### config.mk
export PLATFORM = sky130hd
export DESIGN_NAME = hazard_stall_ctrl_flat
export DESIGN_NICKNAME = d
export VERILOG_FILES = /design/src/rtl/hazard_stall_if.sv /design/src/rtl/hazard_stall_ctrl.sv /design/src/flat_wrapper.sv
export SDC_FILE = /design/constraint.sdc
export NUM_CORES = 1
export LEC_CHECK = 0
export ABC_AREA = 1
export CAP_MARGIN = 10
export CORE_MARGIN = 5
export CORE_UTILIZATION = 35
export CTS_CLUSTER_SIZE = 20
export DETAILED_ROUTE_END_ITERATION = 12
export DONT_BUFFER_PORTS = 1
export PLACE_DENSITY = 0.5
export SETUP_SLACK_MARGIN = 0.2
export SLEW_MARGIN = 20
export SYNTH_ARGS = -nofsm -noshare
export SYNTH_HDL_FRONTEND = slang
export SYNTH_SLANG_ARGS = --single-unit
export TNS_END_PERCENT = 10
### constraint.sdc
create_clock -name clk -period 1.7 [get_ports clk]
set_input_delay 0.255 -clock clk [delete_from_list [all_inputs] [get_ports clk]]
set_output_delay 0.255 -clock clk [all_outputs]
set_load 0.1 [all_outputs]
### src/rtl/hazard_stall_if.sv
// hazard_stall_if: hazard inputs and stall/flush/freeze outputs between the pipeline and the stall controller
interface hazard_stall_if #(parameter int CNT_W = 16);
  logic [4:0]       IF_ID_Rs;
  logic [4:0]       IF_ID_Rt;
  logic             IF_ID_UsesRt;
  logic             ID_EX_MemRead;
  logic [4:0]       ID_EX_Rt;
  logic             EX_BranchTaken;
  logic             EX_MEM_MemAccess;
  logic             DMemReady;
  logic             PCWrite;
  logic             IF_ID_Write;
  logic             IF_ID_Flush;
  logic             ID_EX_Stall;
  logic             PipeFreeze;
  logic [CNT_W-1:0] StallCount;
  logic [CNT_W-1:0] FlushCount;
  logic [CNT_W-1:0] FreezeCount;
  logic             MemTimeout;
  modport master (
    output IF_ID_Rs, IF_ID_Rt, IF_ID_UsesRt, ID_EX_MemRead, ID_EX_Rt,
           EX_BranchTaken, EX_MEM_MemAccess, DMemReady,
    input  PCWrite, IF_ID_Write, IF_ID_Flush, ID_EX_Stall, PipeFreeze,
           StallCount, FlushCount, FreezeCount, MemTimeout
  );
  modport slave (
    input  IF_ID_Rs, IF_ID_Rt, IF_ID_UsesRt, ID_EX_MemRead, ID_EX_Rt,
           EX_BranchTaken, EX_MEM_MemAccess, DMemReady,
    output PCWrite, IF_ID_Write, IF_ID_Flush, ID_EX_Stall, PipeFreeze,
           StallCount, FlushCount, FreezeCount, MemTimeout
  );
endinterface

### src/rtl/hazard_stall_ctrl.sv
// hazard_stall_ctrl: 5-stage pipeline hazard arbiter (freeze > flush > load-use) with event counters and memory timeout
module hazard_stall_ctrl #(
  parameter int CNT_W       = 16,
  parameter int MEM_TIMEOUT = 64
) (
  input logic           clk,
  input logic           rst,
  hazard_stall_if.slave hz
);
  localparam int WC_W = $clog2(MEM_TIMEOUT) + 1;
  typedef enum logic [1:0] {RUN, WAIT, ERR} state_t;
  state_t           state_q, state_d;
  logic [WC_W-1:0]  wc_q, wc_d;
  logic             mt_q, mt_d;
  logic [CNT_W-1:0] stall_cnt_q, stall_cnt_d;
  logic [CNT_W-1:0] flush_cnt_q, flush_cnt_d;
  logic [CNT_W-1:0] freeze_cnt_q, freeze_cnt_d;
  logic             loaduse, memwait, freeze, flush, stall;
  always_comb begin
    loaduse = hz.ID_EX_MemRead & (hz.ID_EX_Rt != 5'd0) &
              ((hz.ID_EX_Rt == hz.IF_ID_Rs) | (hz.IF_ID_UsesRt & (hz.ID_EX_Rt == hz.IF_ID_Rt)));
    memwait = hz.EX_MEM_MemAccess & ~hz.DMemReady;
    freeze  = (state_q == ERR) | memwait;
    flush   = ~freeze & hz.EX_BranchTaken;
    stall   = ~freeze & ~hz.EX_BranchTaken & loaduse;
    state_d = state_q;
    wc_d    = wc_q;
    mt_d    = mt_q;
    case (state_q)
      RUN: if (memwait) begin
        state_d = WAIT;
        wc_d    = WC_W'(1);
      end
      WAIT: if (!memwait) begin
        state_d = RUN;
        wc_d    = '0;
      end else if (wc_q == WC_W'(MEM_TIMEOUT)) begin
        state_d = ERR;
        mt_d    = 1'b1;
      end else
        wc_d = wc_q + WC_W'(1);
      default: state_d = ERR;
    endcase
    stall_cnt_d  = (stall && !(&stall_cnt_q)) ? stall_cnt_q + CNT_W'(1) : stall_cnt_q;
    flush_cnt_d  = (flush && !(&flush_cnt_q)) ? flush_cnt_q + CNT_W'(1) : flush_cnt_q;
    freeze_cnt_d = (freeze && !(&freeze_cnt_q)) ? freeze_cnt_q + CNT_W'(1) : freeze_cnt_q;
    // reset holds a bubble in ID/EX and a NOP in IF/ID without freezing
    hz.PipeFreeze  = ~rst & freeze;
    hz.PCWrite     = ~rst & ~freeze & ~stall;
    hz.IF_ID_Write = ~rst & ~freeze & ~stall;
    hz.IF_ID_Flush = rst | flush;
    hz.ID_EX_Stall = rst | flush | stall;
    hz.StallCount  = stall_cnt_q;
    hz.FlushCount  = flush_cnt_q;
    hz.FreezeCount = freeze_cnt_q;
    hz.MemTimeout  = mt_q;
  end
  always_ff @(posedge clk or posedge rst) begin
    if (rst) begin
      state_q      <= RUN;
      wc_q         <= '0;
      mt_q         <= 1'b0;
      stall_cnt_q  <= '0;
      flush_cnt_q  <= '0;
      freeze_cnt_q <= '0;
    end else begin
      state_q      <= state_d;
      wc_q         <= wc_d;
      mt_q         <= mt_d;
      stall_cnt_q  <= stall_cnt_d;
      flush_cnt_q  <= flush_cnt_d;
      freeze_cnt_q <= freeze_cnt_d;
    end
  end
endmodule

### src/flat_wrapper.sv
// flat-port wrapper written by rule: the top's interface ports become plain ports
module hazard_stall_ctrl_flat 
#(
  parameter int CNT_W       = 16,
  parameter int MEM_TIMEOUT = 64
)
  (clk, rst, hz_IF_ID_Rs, hz_IF_ID_Rt, hz_IF_ID_UsesRt, hz_ID_EX_MemRead, hz_ID_EX_Rt, hz_EX_BranchTaken, hz_EX_MEM_MemAccess, hz_DMemReady, hz_PCWrite, hz_IF_ID_Write, hz_IF_ID_Flush, hz_ID_EX_Stall, hz_PipeFreeze, hz_StallCount, hz_FlushCount, hz_FreezeCount, hz_MemTimeout);
  hazard_stall_if #(.CNT_W(CNT_W)) hz_i ();
  input logic clk;
  input logic rst;
  input wire logic [$bits(hz_i.IF_ID_Rs)-1:0] hz_IF_ID_Rs;
  input wire logic [$bits(hz_i.IF_ID_Rt)-1:0] hz_IF_ID_Rt;
  input wire logic [$bits(hz_i.IF_ID_UsesRt)-1:0] hz_IF_ID_UsesRt;
  input wire logic [$bits(hz_i.ID_EX_MemRead)-1:0] hz_ID_EX_MemRead;
  input wire logic [$bits(hz_i.ID_EX_Rt)-1:0] hz_ID_EX_Rt;
  input wire logic [$bits(hz_i.EX_BranchTaken)-1:0] hz_EX_BranchTaken;
  input wire logic [$bits(hz_i.EX_MEM_MemAccess)-1:0] hz_EX_MEM_MemAccess;
  input wire logic [$bits(hz_i.DMemReady)-1:0] hz_DMemReady;
  output wire logic [$bits(hz_i.PCWrite)-1:0] hz_PCWrite;
  output wire logic [$bits(hz_i.IF_ID_Write)-1:0] hz_IF_ID_Write;
  output wire logic [$bits(hz_i.IF_ID_Flush)-1:0] hz_IF_ID_Flush;
  output wire logic [$bits(hz_i.ID_EX_Stall)-1:0] hz_ID_EX_Stall;
  output wire logic [$bits(hz_i.PipeFreeze)-1:0] hz_PipeFreeze;
  output wire logic [$bits(hz_i.StallCount)-1:0] hz_StallCount;
  output wire logic [$bits(hz_i.FlushCount)-1:0] hz_FlushCount;
  output wire logic [$bits(hz_i.FreezeCount)-1:0] hz_FreezeCount;
  output wire logic [$bits(hz_i.MemTimeout)-1:0] hz_MemTimeout;
  assign hz_i.IF_ID_Rs = hz_IF_ID_Rs;
  assign hz_i.IF_ID_Rt = hz_IF_ID_Rt;
  assign hz_i.IF_ID_UsesRt = hz_IF_ID_UsesRt;
  assign hz_i.ID_EX_MemRead = hz_ID_EX_MemRead;
  assign hz_i.ID_EX_Rt = hz_ID_EX_Rt;
  assign hz_i.EX_BranchTaken = hz_EX_BranchTaken;
  assign hz_i.EX_MEM_MemAccess = hz_EX_MEM_MemAccess;
  assign hz_i.DMemReady = hz_DMemReady;
  assign hz_PCWrite = hz_i.PCWrite;
  assign hz_IF_ID_Write = hz_i.IF_ID_Write;
  assign hz_IF_ID_Flush = hz_i.IF_ID_Flush;
  assign hz_ID_EX_Stall = hz_i.ID_EX_Stall;
  assign hz_PipeFreeze = hz_i.PipeFreeze;
  assign hz_StallCount = hz_i.StallCount;
  assign hz_FlushCount = hz_i.FlushCount;
  assign hz_FreezeCount = hz_i.FreezeCount;
  assign hz_MemTimeout = hz_i.MemTimeout;
  hazard_stall_ctrl #(.CNT_W(CNT_W), .MEM_TIMEOUT(MEM_TIMEOUT)) u_core (.clk(clk), .rst(rst), .hz(hz_i));
endmodule
==> results by group <==
Synth
  • Post-Syn Nets: roughly 560
  • Post-Synth Simple-Gate Area: 40.95%
  • Synth top area share: around two fifths
  • Post-synthesis adder-cell area fraction: around 1.7%
  • Ys Warns: 0
  • Register bit total from synthesis: just under 60
  • Synth area leaders: dfrtp_1 39%, nand2_1 20%, inv_1 5.8%, nand4_1 5.2%, nand3_1 4.9%
  • Post-Synth XOR/XNOR Area: between 7 and 8%
  • Post-Syn Instances: between 500 and 600
  • Synthesized area per cell: about 7.0 sq um
  • Largest family of logic cells by synthesized area: simple AND/OR/NAND/NOR gates
  • Sequential fraction of the synthesis area: between 30% and 40%
  • Dominant cell type by area after synthesis: dfrtp_1
  • Compound-gate portion of the synthesized area: 3.171%
  • Post-synthesis cell type count: 27
  • Mux cell area share after synthesis: 0%
  • Synth Cell Area: ~0.0037 sq mm

Outcome
  • Status: complete, but fails checks
  • Violated checks: negative setup slack

Die
  • Die W: between 100 and 150 um
  • CORE AREA: approximately 0.010 sq mm
  • Die area: 0.01288 sq mm
  • # rows: 37
  • Top Ports: 76
  • Starting Density: between 30% and 40%
  • Die height: 113.5 um

Placement
  • Port Buf Inserts: 0
  • Cell Area, Placed: 0.004646 sq mm
  • Placer Congestion: a little over 0.8
  • Hpwl dp: approximately 7400 um

Critical path
  • Slowest CP cell: dfrtp_1
  • Worst path top cell family by delay: simple AND/OR/NAND/NOR gates
  • Worst Setup EP: hz_PCWrite
  • Worst path required time: roughly 1400 ps
  • Max stage delay on crit path: roughly 390 ps
  • Worst reg2reg path depth: 8
  • Reg2Reg Setup Slack: roughly 90 ps
  • Reg2reg end: u_core.hz.FreezeCount[5]$_DFFE_PP0P_
  • Crit path max fanout: 2
  • Critical R2R Launch: u_core.hz.FreezeCount[1]$_DFFE_PP0P_
  • Kind of critical path: flip-flop to output pin
  • CP Launch Type: flip-flop
  • CP endpoint kind: output pin
  • Crit-path cells: o21ai_2, inv_2, nand3_2, nor2_4, nand2_2, nand2_2, nor2_4, buf_12
  • Buf+Inv Stages, Crit Path: 2
  • Critical Path AT: roughly 1600 ps
  • Crit path from: u_core.state_q[0]$_DFFE_PP0P_
  • Crit. path cell count: 8

CTS
  • CTS max path bufs: 2
  • Worst-skew pair later-pin latency: about 330 ps
  • Clk sinks: 58
  • CTS Buf Count: 9
  • H-Tree Depth: 3
  • CTS tree: built
  • Clk slew on worst S/H paths: 70 ps
  • Clock tree root buffer cell: clkbuf_8

Min path
  • Type of the worst min-delay path: primary input to async pin

STA
  • Worst-Margin Slew: a little under 600 ps
  • Final worst-path cycle share: 107.6%
  • Endpoints failing setup: 3
  • Setup WS post-layout: -129.3 ps
  • Final Hold Viols: 0
  • Max frequency: 546.7 MHz
  • Min cycle time layout: approximately 1800 ps
  • RSZ-0062 raised after global routing: yes
  • Slew HR: about 60%
  • Max-slew violations: 0
  • Clock skew: 9.201 ps

Final layout
  • N_diodes: 0
  • Area Overhead vs Synth: 37.42%
  • Commonest cells after routing, fill and taps aside: 171 x nand2_1, 71 x buf_4, 55 x inv_1
  • Most common cell after layout, fill and taps aside: nand2_1
  • Nets@finish: 646
  • # fillers: around 1100
  • Share of post-route cells with drive strength above 1: about a third
  • Core Util, Final: between 40% and 50%
  • Final Instance Area: approximately 0.005 sq mm

GRT
  • Gr usage total: ~16%
  • Initial antenna violation count: 0
  • Global route overflow: 0
  • Global-route wire length before repair: about 17000 um
  • Vias in the first global route: between 3000 and 4000
  • Largest net degree at the start of global routing: between 40 and 50

Power
  • Power Density: just under 800 mW/mm^2
  • Static Leak: ~2.4 nW
  • Maximum vdd drop: about 1100 uV

Detailed routing
  • Final ANT Viol Nets: 0
  • Final WL: about 9900 um
  • Post-DR vias/cell: a little under 5
  • Avg WL per Cell: ~13 um
  • Iteration-0 DRC Markers: 151
  • Via count: 3685
  • DRC Markers: 0
  • DRT Pass-1 Iters: 4

Run
  • Max-Cap Viols: 0
state kept, by name (all words and copies together), names as in the netlist:
signal and count:
u_core.state_q 2, u_core.hz.MemTimeout 1, u_core.hz.StallCount 16, u_core.hz.FlushCount 16, u_core.wc_q 7, u_core.hz.FreezeCount 16
synthesized netlist by cell type:
library cell	instances
a21oi_1	1
and2_1	1
buf_2	6
buf_4	2
buf_8	1
dfrtp_1	58
ha_1	5
inv_1	58
inv_2	6
nand2_1	199
nand2_2	5
nand2_4	1
nand3_1	37
nand3_2	1
nand3_4	1
nand3b_1	4
nand4_1	31
nor2_1	42
nor2_4	3
nor3_1	17
nor3_2	2
o21ai_0	10
o21ai_1	11
o21ai_2	1
or2_2	1
xnor2_1	19
xor2_1	13
worst min path at each step:
stage / start / end / slack [ps]
6_report: rst / u_core.wc_q[0]$_DFFE_PP0P_ / 70
5_1_grt: rst / u_core.wc_q[0]$_DFFE_PP0P_ / 150
4_1_cts: rst / u_core.hz.FlushCount[12]$_DFFE_PP0P_ / 110
3_5_place_dp: rst / u_core.hz.FlushCount[5]$_DFFE_PP0P_ / 280
3_3_place_gp: rst / u_core.hz.FlushCount[4]$_DFFE_PP0P_ / 270
2_1_floorplan: rst / u_core.hz.FlushCount[12]$_DFFE_PP0P_ / 390
per-layer routing:
metal,GRT usage [%],wire length (um),up-vias
li1,-,-,1873
met1,22.02,4782,1749
met3,3.873,400,4
met5,0,0,-
met2,26.19,4704,59
met4,3.846,57,0
where the power goes:
part	internal (mW)	switching (mW)
logic	0.248	0.823
registers	1.48	0.107
clock network	0.822	0.594
cell type report:
class                   count  area [sq um]  area share (%)
clock inverters             7         93.84           1.822
repair buffers             81         700.7           13.60
flip-flops and latches     58          1506           29.24
inverters                  64         264.0           5.125
clock buffers               9         123.9           2.405
well taps                 136         170.2           3.303
multi-input cells         405          2292           44.50
per-stage QoR:
step	power, mW	cells	worst slack [ps]	hold WS, ps	setup TNS, ps
after global routing	4.277	760	-199.2	147.8	-656.3
after CTS	4.114	759	-132.9	110.5	-394.2
after global placement	2.649	739	109.7	274.6	0
after detailed placement	2.665	739	60.04	279.3	0
final	4.068	760	-129.3	66.01	-334.9
after floorplan	2.429	536	-339.9	393.1	-10390
logic make-up after synthesis:
| kind of cell | Yosys count |
|---|---|
| fa+ha+maj | 5 |
| compound gates | 23 |
| flops | 58 |
| simple gates | 345 |
| buf+inv | 73 |
| xor+xnor | 32 |
what timing repair did:
item                                    in CTS  in global routing
buffers inserted                             3                  1
pin swaps                                   38                 33
hold buffers                                 1                  0
endpoints found under the setup margin      58                 57
resized for setup                           18                 52
hold endpoints to repair                    12                  0
(Power assumes the default switching activity.)
